### src/rtl/execute_mem_cmtq.sv
// Commit-delay queue behind the memory-execute output flops: holds each result
// until its commit delay expires, then hands it to ROB writeback in order.
module execute_mem_cmtq #(
    parameter int DEPTH        = 4,
    parameter int STALL_MARGIN = 2
) (
    input  logic        clk,
    input  logic        resetn,
    input  logic        i_flush,
    input  logic        i_valid,
    input  logic [3:0]  i_dst_rob,
    input  logic [7:0]  i_fid,
    input  logic [31:0] i_result,
    input  logic [3:0]  i_cmtdelay,
    input  logic        i_lsmiss,
    output logic        o_stall,
    output logic        o_overflow,
    output logic        o_wb_valid,
    input  logic        i_wb_ready,
    output logic [3:0]  o_wb_dst_rob,
    output logic [7:0]  o_wb_fid,
    output logic [31:0] o_wb_result,
    output logic        o_wb_lsmiss
);

    localparam int PTR_W = $clog2(DEPTH);
    localparam int CNT_W = PTR_W + 1;
    localparam logic [CNT_W-1:0] FULL_CNT  = CNT_W'(DEPTH);
    localparam logic [CNT_W-1:0] STALL_CNT = CNT_W'(DEPTH - STALL_MARGIN);

    logic [3:0]  dst_rob_q [DEPTH];
    logic [7:0]  fid_q     [DEPTH];
    logic [31:0] result_q  [DEPTH];
    logic        lsmiss_q  [DEPTH];
    logic [3:0]  delay_q   [DEPTH];
    logic        valid_q   [DEPTH];

    logic [PTR_W-1:0] head, tail;
    logic [CNT_W-1:0] count, count_next;
    logic             stall_q, overflow_q;
    logic             full, push_req, push, pop;

    assign full     = (count == FULL_CNT);
    assign push_req = i_valid && !i_flush;
    assign pop      = o_wb_valid && i_wb_ready && !i_flush;
    // A full queue still accepts a push when the head leaves in the same cycle.
    assign push     = push_req && (!full || pop);

    always_comb begin
        count_next = count;
        if (push && !pop) begin
            count_next = count + CNT_W'(1);
        end else if (pop && !push) begin
            count_next = count - CNT_W'(1);
        end
    end

    always_ff @(posedge clk or negedge resetn) begin
        if (!resetn) begin
            for (int i = 0; i < DEPTH; i++) begin
                dst_rob_q[i] <= '0;
                fid_q[i]     <= '0;
                result_q[i]  <= '0;
                lsmiss_q[i]  <= 1'b0;
                delay_q[i]   <= '0;
                valid_q[i]   <= 1'b0;
            end
            head       <= '0;
            tail       <= '0;
            count      <= '0;
            stall_q    <= 1'b0;
            overflow_q <= 1'b0;
        end else if (i_flush) begin
            for (int i = 0; i < DEPTH; i++) begin
                valid_q[i] <= 1'b0;
            end
            head    <= '0;
            tail    <= '0;
            count   <= '0;
            stall_q <= 1'b0;
        end else begin
            for (int i = 0; i < DEPTH; i++) begin
                if (valid_q[i] && delay_q[i] != 4'd0) begin
                    delay_q[i] <= delay_q[i] - 4'd1;
                end
            end
            if (pop) begin
                valid_q[head] <= 1'b0;
                head          <= head + PTR_W'(1);
            end
            // Placed after the pop so a full-queue push into the freed slot wins.
            if (push) begin
                dst_rob_q[tail] <= i_dst_rob;
                fid_q[tail]     <= i_fid;
                result_q[tail]  <= i_result;
                lsmiss_q[tail]  <= i_lsmiss;
                delay_q[tail]   <= i_cmtdelay;
                valid_q[tail]   <= 1'b1;
                tail            <= tail + PTR_W'(1);
            end
            if (push_req && !push) begin
                overflow_q <= 1'b1;
            end
            count   <= count_next;
            stall_q <= (count_next >= STALL_CNT);
        end
    end

    assign o_wb_valid   = valid_q[head] && (delay_q[head] == 4'd0);
    assign o_wb_dst_rob = dst_rob_q[head];
    assign o_wb_fid     = fid_q[head];
    assign o_wb_result  = result_q[head];
    assign o_wb_lsmiss  = lsmiss_q[head];
    assign o_stall      = stall_q;
    assign o_overflow   = overflow_q;

endmodule

### config.mk
export PLATFORM = sky130hd
export DESIGN_NAME = execute_mem_cmtq
export DESIGN_NICKNAME = d
export VERILOG_FILES = /design/src/rtl/execute_mem_cmtq.sv
export SDC_FILE = /design/constraint.sdc
export NUM_CORES = 1
export LEC_CHECK = 0
export CAP_MARGIN = 40
export CORE_MARGIN = 2
export CORE_UTILIZATION = 59
export CTS_BUF_LIST = sky130_fd_sc_hd__clkbuf_16
export DETAILED_ROUTE_END_ITERATION = 10
export HOLD_SLACK_MARGIN = 0.1
export PLACE_DENSITY_LB_ADDON = 0.2
export REMOVE_ABC_BUFFERS = 1
export SYNTH_ARGS = -nofsm -noshare
export SYNTH_HDL_FRONTEND = slang
export SYNTH_SLANG_ARGS = --single-unit
### constraint.sdc
create_clock -name clk -period 4.6 [get_ports clk]
set_input_delay 0.46 -clock clk [delete_from_list [all_inputs] [get_ports clk]]
set_output_delay 0.46 -clock clk [all_outputs]
set_load 0.01 [all_outputs]
==> results.py <==
metrics = {
    "cells_and_area": {
        "drive_gt1_frac": 0.367,
        "multi_input_comb_area_um2": 4730,
        "seqCellArea_um2": 5240,
        "syn2layout_area_growth_pct": 17.3,
        "final_common_cell": "dfrtp_1",
        "nFillCells": 1124,
        "final_cell_mix": "dfrtp_1, mux2_4, clkdlybuf4s50_1, mux2_2, mux4_2",
        "fin_util": 0.706,
        "diodes": 0,
        "nNetsFinal": 845,
    },
    "grt": {
        "grt_usage": 0.242,
        "grt_overflow": 0,
        "grt_pass1_wl_um": 35300,
        "grt_max_degree": 79,
        "antenna_found_initial": 0,
        "grt_pass1_vias": 6662,
    },
    "synth": {
        "syn_avg_cell_area_um2": 15.4,
        "ys_ff_latch": 209,
        "ys_warn_count": 0,
        "synth_seq_area_share": 0.502,
        "netlist_area_um2": 10400,
        "syn-instance-count": 675,
        "synth_edf_count": 0,
        "async_flop_share": 1.00,
        "ys_types": 48,
        "synth_ff_type": "dfrtp_1",
    },
    "cts": {
        "clockBufferDepth": 3,
        "clk_pin_slew_worst_paths_ps": 60,
        "htreeDepth": 1,
        "cts.sinks": 209,
        "root_buffer": "clkbuf_16",
        "postCtsSetupRepairBufs": 0,
        "cts_resized": 0,
        "cts_buffers": 23,
        "cts_tree": "built",
        "clk_latency_ps": 510,
    },
    "die": {
        "io_pins": 102,
        "row_count": 48,
        "die_w_um": 137,
        "start_util": 0.603,
        "core_area_um2": 17300,
        "die_y_um": 137,
        "fp.dieArea_um2": 18700,
    },
    "worst_setup_path": {
        "crit_slowest_cell": "mux4_2",
        "cp_top_family": "buffers and inverters",
        "cp_slowest_stage_delay_ps": 550,
        "worstSetupEndpointType": "primary output",
        "critPathLaunchType": "flip-flop",
        "required_ps": 4140,
        "path_class": "reg -> out",
        "rrSetupSlack_ps": 1520,
        "reg2reg_depth": 6,
        "path_buf_inv": 3,
        "crit_chain": "buf_4 -> buf_16 -> mux4_2 -> clkdlybuf4s50_1",
        "r2r-end": "result_q[102]",
        "crit_arrival_ps": 2750,
        "worstPathMaxFanout": 36,
        "reg2reg_from": "head[0]",
    },
    "sta": {
        "fin_ws_ps": 1390,
        "period_share": 0.697,
        "setup_tns_ps": 0,
        "slew_headroom": 0.409,
        "finalHoldViolations": 0,
        "final-setup-viol-count": 0,
        "hold_ws_ps": 498,
        "worst_slew_pin_slew_ps": 880,
        "drv_slew": 0,
        "max_freq_mhz": 312,
        "finalCriticalPeriod_ps": 3210,
        "clock_skew_ps": 12.9,
        "rsz0062_at_grt": "no",
    },
    "outcome": {
        "outcome": "finished clean",
    },
    "worst_hold_path": {
        "hold_start": "o_overflow",
        "hp-class": "reg -> reg",
        "hold_depth": 1,
        "hold_end": "o_overflow",
    },
    "drt": {
        "viasPerCell": 5.94,
        "ant_nets": 0,
        "via_count": 6044,
        "first_iter_violations": 283,
        "drt-total-wl_um": 21600,
        "wl_per_cell_um": 21.2,
        "firstDrtPassIters": 4,
        "drc_errors": 0,
    },
    "flow_run": {
        "timing.max_cap.violations": 0,
    },
    "power": {
        "p_per_area_nw_per_um2": 461,
        "p_leak_nw": 5.31,
        "peakVddDrop_uv": 337,
        "finalPower_mw": 5.63,
    },
    "placement": {
        "dp_hpwl_um": 13500,
        "place_ws_ps": 1330,
        "numPortBuffers": 101,
        "place_congestion": 0.865,
    },
}
timing repair:
| item | CTS | global route |
|---|---|---|
| hold buffers | 1 | 0 |
| endpoints found under the hold margin | 60 | 0 |
| endpoints found under the setup margin | 0 | 0 |
where the power goes:
part,internal (mW),total (mW),leakage (nW),switching (mW)
Combinational,0.891,1.32,2.36,0.428
Sequential,2.30,2.58,2.59,0.279
Clock,1.02,1.73,0.365,0.715
cells by family (layout without fill, tap and decap cells):
| family | count (synthesis) | count (layout) | synth area share |
|---|---|---|---|
| AND/OR/NAND/NOR | 96 | 96 | 0.0504 |
| adder cells (fa/ha/maj) | 15 | 15 | 0.0180 |
| buffers and inverters | 62 | 179 | 0.0444 |
| multiplexers | 232 | 232 | 0.339 |
| AO/OA/AOI/OAI | 61 | 61 | 0.0462 |
| flip-flops | 209 | 209 | 0.502 |
registers in the layout, summed over array words and instances, names as in the netlist:
signal / cells
head: 2
tail: 2
o_stall: 1
valid_q: 4
result_q: 128
delay_q: 16
count: 3
fid_q: 32
dst_rob_q: 16
o_overflow: 1
lsmiss_q: 4
routing by layer:
metal / share of wire / up-vias / track usage
li1: - / 2710 / -
met1: 0.44 / 3168 / 0.330
met2: 0.49 / 128 / 0.401
met3: 0.047 / 38 / 0.0485
met4: 0.020 / 0 / 0.0687
met5: 0 / - / 0
per-stage QoR:
stage	area (um2)	cells
6_report	12200	1017
5_1_grt	12200	1017
4_1_cts	12200	1017
3_5_place_dp	11500	975
3_3_place_gp	11400	973
2_1_floorplan	10000	635
worst max-delay path by stage:
stage,start,end,slack (ps),cells past startpoint
5_1_grt,head[0],o_wb_result[19],1260,4
3_5_place_dp,i_flush,result_q[107],1330,7
6_report,head[0],o_wb_result[29],1390,4
3_3_place_gp,i_valid,result_q[41],1410,6
2_1_floorplan,head[0],dst_rob_q[0],6,5
4_1_cts,head[0],o_wb_result[6],1340,4
cells in the mapped netlist (9+ instances only):
master,number,area [um2]
nand2_1,31,116
ha_1,15,188
clkbuf_1,11,41.3
mux4_2,45,1010
dfrtp_1,209,5230
mux2_2,70,788
a21oi_1,9,45.0
nand3_1,13,65.1
inv_1,22,82.6
nor3_1,12,60.1
mux2_4,112,1680
area by class of cell:
| class | count | share of cell area |
|---|---|---|
| Timing Repair Buffer | 116 | 0.0968 |
| Sequential cell | 209 | 0.428 |
| Inverter | 22 | 0.00676 |
| Tap cell | 225 | 0.0230 |
| Clock inverter | 18 | 0.0110 |
| Multi-Input combinational cell | 404 | 0.387 |
| Clock buffer | 23 | 0.0471 |
Note: power is estimated with default switching activity, not from simulation.
